===== src/rtl/lpf_pkg.sv =====
// Shared constants, tap coefficients and FSM state type for the shared-MAC anti-alias FIR.
// The symmetric 72-tap set sums to 964, so a full-scale input never overflows after a 10-bit shift.
package lpf_pkg;

    localparam int TAP_W     = 8;
    localparam int TAPS      = 72;
    localparam int TAP_IDX_W = $clog2(TAPS);

    localparam logic [TAP_W-1:0] TAP_COEF [TAPS] = '{
        8'h51,
        8'h07, 8'h07, 8'h07, 8'h08, 8'h08, 8'h08, 8'h09, 8'h09, 8'h09, 8'h09, 8'h0A,
        8'h0A, 8'h0A, 8'h0B, 8'h0B, 8'h0B, 8'h0C, 8'h0C, 8'h0C, 8'h0D, 8'h0D, 8'h0D,
        8'h0E, 8'h0E, 8'h0E, 8'h0E, 8'h0E, 8'h0E, 8'h0E, 8'h0E, 8'h0E, 8'h0E, 8'h0E,
        8'h0E, 8'h0E, 8'h0E, 8'h0E, 8'h0E, 8'h0E, 8'h0E, 8'h0E, 8'h0E, 8'h0E, 8'h0E,
        8'h0E, 8'h0E, 8'h0E, 8'h0E,
        8'h0D, 8'h0D, 8'h0D, 8'h0C, 8'h0C, 8'h0C, 8'h0B, 8'h0B, 8'h0B, 8'h0A, 8'h0A,
        8'h0A, 8'h09, 8'h09, 8'h09, 8'h09, 8'h08, 8'h08, 8'h08, 8'h07, 8'h07, 8'h07,
        8'h51
    };

    typedef enum logic [1:0] {
        IDLE = 2'd0,
        MAC  = 2'd1,
        DONE = 2'd2
    } lpf_state_e;

endpackage


===== src/rtl/lpf_tap_rom.sv =====
// Combinational tap-index to coefficient lookup shared by the single multiplier.
module lpf_tap_rom
    import lpf_pkg::*;
(
    input  logic [TAP_IDX_W-1:0] idx,
    output logic [TAP_W-1:0]     coef
);

    // Out-of-range indices read as zero so the unused ROM space is inert.
    always_comb begin
        if (idx < TAP_IDX_W'(TAPS)) begin
            coef = TAP_COEF[idx];
        end else begin
            coef = '0;
        end
    end

endmodule


===== src/rtl/lpf_mac_sched.sv =====
// Shares one tap lookup and one multiplier across CHANNELS audio channels of a decimating FIR.
// Optional build macro LPF_ROUND_EN: round half up at dump instead of truncating.
module lpf_mac_sched
    import lpf_pkg::*;
#(
    parameter int MSB      = 15,
    parameter int CHANNELS = 2,
    parameter int SHIFT    = 10
) (
    input  logic                         CLK,
    input  logic                         RESET,
    input  logic                         CE,
    input  logic                         ENABLE,
    input  logic [CHANNELS*(MSB+1)-1:0]  IDATA,
    output logic [CHANNELS*(MSB+1)-1:0]  ODATA,
    output logic                         OVALID,
    output logic                         BUSY,
    output logic                         OVERRUN,
    input  logic                         CLR_OVERRUN
);

    localparam int SW    = MSB + 1;
    localparam int DW    = CHANNELS * SW;
    localparam int ACC_W = SW + TAP_W + $clog2(TAPS);
    localparam int CH_W  = (CHANNELS > 1) ? $clog2(CHANNELS) : 1;

    localparam logic [TAP_IDX_W-1:0] TAP_LAST = TAP_IDX_W'(TAPS - 1);
    localparam logic [CH_W-1:0]      CH_LAST  = CH_W'(CHANNELS - 1);
`ifdef LPF_ROUND_EN
    localparam logic [ACC_W-1:0]     RND      = ACC_W'(1) << (SHIFT - 1);
`else
    localparam logic [ACC_W-1:0]     RND      = '0;
`endif

    lpf_state_e           state_r;
    lpf_state_e           state_nx_s;
    logic [CH_W-1:0]      ch_r;
    logic [TAP_IDX_W-1:0] tap_idx_r;
    logic [DW-1:0]        shadow_r;
    logic [ACC_W-1:0]     acc_r [CHANNELS];
    logic [DW-1:0]        out_r;
    logic                 ovalid_r;
    logic                 busy_r;
    logic                 overrun_r;

    logic [TAP_W-1:0]     coef_s;
    logic [SW-1:0]        sample_s;
    logic [ACC_W-1:0]     product_s;
    logic [ACC_W-1:0]     sum_s;
    logic [ACC_W-1:0]     dump_s;
    logic                 last_ch_s;
    logic                 frame_end_s;

    lpf_tap_rom u_rom (
        .idx  (tap_idx_r),
        .coef (coef_s)
    );

    assign last_ch_s   = (ch_r == CH_LAST);
    assign frame_end_s = (tap_idx_r == TAP_LAST);

    // Next-state logic: one capture cycle, one MAC cycle per channel, one bookkeeping cycle.
    always_comb begin
        state_nx_s = state_r;
        case (state_r)
            IDLE: begin
                if (CE) begin
                    state_nx_s = MAC;
                end else begin
                    state_nx_s = IDLE;
                end
            end
            MAC: begin
                if (last_ch_s) begin
                    state_nx_s = DONE;
                end else begin
                    state_nx_s = MAC;
                end
            end
            DONE:    state_nx_s = IDLE;
            default: state_nx_s = IDLE;
        endcase
    end

    // Shared multiply-accumulate datapath for the channel currently selected.
    always_comb begin
        sample_s  = shadow_r[ch_r*SW +: SW];
        product_s = ACC_W'(coef_s) * ACC_W'(sample_s);
        sum_s     = acc_r[ch_r] + product_s;
        dump_s    = sum_s + RND;
    end

    // Scheduler state, accumulators, output registers and status flags.
    always_ff @(posedge CLK) begin
        if (RESET) begin
            state_r   <= IDLE;
            ch_r      <= '0;
            tap_idx_r <= '0;
            shadow_r  <= '0;
            out_r     <= '0;
            ovalid_r  <= 1'b0;
            busy_r    <= 1'b0;
            overrun_r <= 1'b0;
            for (int i = 0; i < CHANNELS; i++) begin
                acc_r[i] <= '0;
            end
        end else begin
            state_r  <= state_nx_s;
            busy_r   <= (state_nx_s != IDLE);
            ovalid_r <= (state_r == MAC) && last_ch_s && frame_end_s;

            // A strobe that lands mid-sequence is dropped; set beats a simultaneous clear.
            if (CE && busy_r) begin
                overrun_r <= 1'b1;
            end else if (CLR_OVERRUN) begin
                overrun_r <= 1'b0;
            end

            case (state_r)
                IDLE: begin
                    if (CE) begin
                        shadow_r <= IDATA;
                        ch_r     <= '0;
                    end
                end
                MAC: begin
                    if (frame_end_s) begin
                        out_r[ch_r*SW +: SW] <= SW'(dump_s >> SHIFT);
                        acc_r[ch_r]          <= '0;
                    end else begin
                        acc_r[ch_r] <= sum_s;
                    end
                    ch_r <= ch_r + CH_W'(1);
                end
                DONE: begin
                    if (frame_end_s) begin
                        tap_idx_r <= '0;
                    end else begin
                        tap_idx_r <= tap_idx_r + TAP_IDX_W'(1);
                    end
                end
                default: begin
                    ch_r <= '0;
                end
            endcase
        end
    end

    assign ODATA   = ENABLE ? out_r : IDATA;
    assign OVALID  = ovalid_r;
    assign BUSY    = busy_r;
    assign OVERRUN = overrun_r;

endmodule


===== config.mk =====
export PLATFORM = sky130hd
export DESIGN_NAME = lpf_mac_sched
export DESIGN_NICKNAME = d
export VERILOG_FILES = /design/src/rtl/lpf_pkg.sv /design/src/rtl/lpf_tap_rom.sv /design/src/rtl/lpf_mac_sched.sv
export SDC_FILE = /design/constraint.sdc
export NUM_CORES = 1
export LEC_CHECK = 0
export ABC_AREA = 1
export BUFFER_PORTS_ARGS = -buffer_cell sky130_fd_sc_hd__buf_4
export CAP_MARGIN = 20
export CORE_MARGIN = 4
export CORE_UTILIZATION = 50
export CTS_CLUSTER_SIZE = 20
export DETAILED_ROUTE_END_ITERATION = 7
export PLACE_DENSITY_LB_ADDON = 0.15
export SETUP_SLACK_MARGIN = 0.5
export SYNTH_ARGS = -nofsm -noshare
export SYNTH_HDL_FRONTEND = slang
export SYNTH_HIERARCHICAL = 1
export SYNTH_SLANG_ARGS = --single-unit

===== constraint.sdc =====
create_clock -name CLK -period 9.1 [get_ports CLK]
set_input_delay 0 -clock CLK [delete_from_list [all_inputs] [get_ports CLK]]
set_output_delay 0 -clock CLK [all_outputs]
set_load 0.01 [all_outputs]

==> flow_metrics.tcl <==
set metrics [dict create \
    fin_crit_sh_pct 65.49 \
    drv_cap 0 \
    fin_util_pct 58.93 \
    cp_slowest_cell "fa_1" \
    post_synth_xor_area_fraction_pct 0.5417 \
    finalHoldViolCount 0 \
    synth-simple-area-share_pct 23.58 \
    die_w_um 158.5 \
    post_cts_buffers 0 \
    rsz0062_at_grt "no" \
    cts_resized 0 \
    yosysUniqueCellTypes 40 \
    max-vdd-ir-drop_uv 257.8 \
    cts_tree "done" \
    drtIter0Drc 629 \
    cts_max_level 4 \
    syn_area_per_cell_um2 7.476 \
    die_h_um 158.5 \
    dp.cells 1823 \
    rows 54 \
    netlist_area_mm2 0.01132 \
    dp_hpwl_mm 23.45 \
    tightest_slew_ps 1034 \
    power-per-cell-area_mw_per_mm2 318.1 \
    crit_fanout 16 \
    hold_buffers 35 \
    globalplace.congestion 0.9737 \
    cpMostUsedCell "nand2_1" \
    hp-class "in2reg" \
    grt_overflow 0 \
    grt_usage_pct 25.73 \
    vias 9717 \
    synth_warnings 6 \
    remaining_drc_errors 0 \
    clock_skew_ps 10.56 \
    synth-edff-count 52 \
    diodes 0 \
    fin_nets 1790 \
    synth_top_family_by_area "adder cells" \
    start_util_pct 51.39 \
    crit_required_ps 9360 \
    vias_per_cell 5.139 \
    period_minus_slack_ps 5960 \
    area_growth_pct 14.68 \
    synthAdderAreaFrac_pct 24.17 \
    slew_headroom_pct 30.91 \
    cts_buffers 17 \
    dieArea_mm2 0.02511 \
    cp_slowest_stage_delay_ps 540 \
    clkLatencyLatePin_ps 430 \
    critPathKind "reg2reg" \
    status "finished clean" \
    antenna_left 0 \
    synth.yosys.seq_area_share_pct 27.59 \
    fin_cells 1891 \
    drtPass1Iterations 5 \
    yosys-mux-area-fraction_pct 2.388 \
    top_usage_layer "met2" \
    grt_start_max_net_pins 64 \
    grt_pass1_wl_mm 49.96 \
    met3_usage_pct 4.050 \
    crit_arrival_ps 6220 \
    async_flop_share_pct 0 \
    syn_inst 1514 \
    core_area_mm2 0.02203 \
    clock.fmax_mhz 167.8 \
    met1_usage_pct 36.67 \
    clock-sinks 130 \
    leakagePower_uw 0.006626 \
    end_kind "flop" \
    ys.flop_type "dfxtp_1" \
    start_kind "flop" \
    clock-root-buffer "clkbuf_16" \
    io_buffer_count 71 \
    drive_above_1_share_pct 11.86 \
    routed_wl_mm 30.44 \
    grtUsageMet2_pct 41.37 \
    tns_ps 0 \
    cts.clk_slew.worst_paths_ps 60 \
    maxSlewViolCount 0 \
    synth_compound_area_share_pct 8.390 \
    setup_viol 0 \
    clk_path_buf_depth 2 \
    synth_seq_cells 130 \
    path_cells "nand3_1, nand2_2, nor2_1, nor2_2, nand2_1, nand3_1, nand2_1, inv_1, nand2_1, fa_1, inv_1, fa_1, fa_1, inv_1, fa_1, inv_1, ha_1, nand2_1, nor2_1, nand3_1, nand3_1, xor2_1, nand2_1, nor2_1" \
    grt_pass1_vias 9650 \
    detail_route.wl_per_cell_um 16.10 \
    antenna_found_initial 0 \
    ios 72 \
]
## area by class of cell
cell class / count / area, um2
Fill cell: 2006 / 9046
Multi-Input combinational cell: 1001 / 6693
Sequential cell: 130 / 3123
Inverter: 332 / 1251
Timing Repair Buffer: 116 / 978.4
Clock buffer: 20 / 467.9
Tap cell: 280 / 350.3
Clock inverter: 12 / 116.4
## flip-flops by register name, indices dropped and copies added, names as in the netlist, named ones only
register	flops
acc_r	52
out_r	32
shadow_r	32
tap_idx_r	7
state_r	2
BUSY	1
OVALID	1
OVERRUN	1
ch_r	1
## report_power, final
part / leakage [uW] / total, uW / internal (uW) / switching [uW]
sequential: 0.00118 / 662 / 648 / 13.9
clock: 0.000288 / 682 / 404 / 279
combinational: 0.00515 / 2780 / 866 / 1920
## cell usage after synthesis, types with 18 or more instances
| cell type | count | area, um2 |
|---|---|---|
| fa_1 | 106 | 2122 |
| inv_1 | 323 | 1212 |
| dfxtp_1 | 78 | 1562 |
| o21ai_0 | 51 | 255.2 |
| a21oi_1 | 60 | 300.3 |
| clkbuf_1 | 30 | 112.6 |
| a21oi_2 | 20 | 175.2 |
| nand3_1 | 52 | 260.3 |
| nand2_1 | 277 | 1040 |
| or2_2 | 20 | 125.1 |
| edfxtp_1 | 52 | 1562 |
| mux2i_1 | 18 | 180.2 |
| ha_1 | 49 | 613.1 |
| nor2_1 | 277 | 1040 |
## metrics by stage
step	power, uW	setup WS, ps	hold WS [ps]	area, um2
finish	4129	3140	41.57	12980
global route	4561	2738	82.72	12980
CTS	4096	3206	45.98	12950
detailed placement	3378	3277	237.1	12020
global placement	3365	3294	231.7	12010
floorplan	2604	3909	134.9	11320
## final timing paths
path                             start                    endpoint  slack [ps]  depth (start not counted)
min reg2reg  shadow_r[24]$_SDFFE_PP0P_   shadow_r[24]$_SDFFE_PP0P_         510                          2
min                              RESET   tap_idx_r[4]$_SDFFE_PP0N_          40                          2
max reg2reg  tap_idx_r[2]$_SDFFE_PP0N_  acc_r[1][13]$_SDFFCE_PN0P_        3140                         24
max          tap_idx_r[2]$_SDFFE_PP0N_  acc_r[1][13]$_SDFFCE_PN0P_        3140                         24
## critical path, delay by kind of cell, from the launching register on
kind | cells | cell delay (ps)
simple gates | 14 | 1810
fa+ha+maj | 5 | 2380
xor+xnor | 1 | 450
flops | 1 | 530
buf+inv | 4 | 610
## logic make-up (layout without fill, tap and decap cells)
kind of cell | Yosys count | count (layout)
xor gates and xnor gates | 7 | 7
and+or+nand+nor | 649 | 649
other | 1 | 2
adders and majority gates | 155 | 155
AOI/OAI and AO/OA | 162 | 162
muxes | 26 | 26
buffers and inverters | 384 | 480
DFF | 130 | 130
## per-layer routing
layer / wire length, um / vias up
met5: 0 / -
met4: 552 / 0
met3: 2095 / 37
met2: 13890 / 336
met1: 13900 / 4608
li1: - / 4736
## cells in the final DEF, fill, tap and decap left out, types with 3 or more instances in the layout
cell / netlist / final
a21oi_1: 60 / 60
o21ai_1: 11 / 11
ha_1: 49 / 49
o21ai_0: 51 / 51
clkbuf_16: 0 / 18
inv_6: 0 / 4
mux2_2: 8 / 8
dfxtp_1: 78 / 78
xor2_1: 6 / 6
inv_4: 2 / 4
a21oi_2: 20 / 20
nor3_1: 4 / 4
nand3_1: 52 / 52
clkinv_4: 0 / 3
o21ai_2: 13 / 13
nand4_1: 6 / 6
inv_1: 323 / 323
dlygate4sd3_1: 0 / 35
edfxtp_1: 52 / 52
o21bai_1: 4 / 4
inv_2: 6 / 6
mux2i_1: 18 / 18
fa_1: 106 / 106
nor2_1: 277 / 277
buf_4: 5 / 80
nand2_1: 277 / 277
nor2_2: 3 / 3
or2_2: 20 / 20
Power figures use the tool's default switching activity.
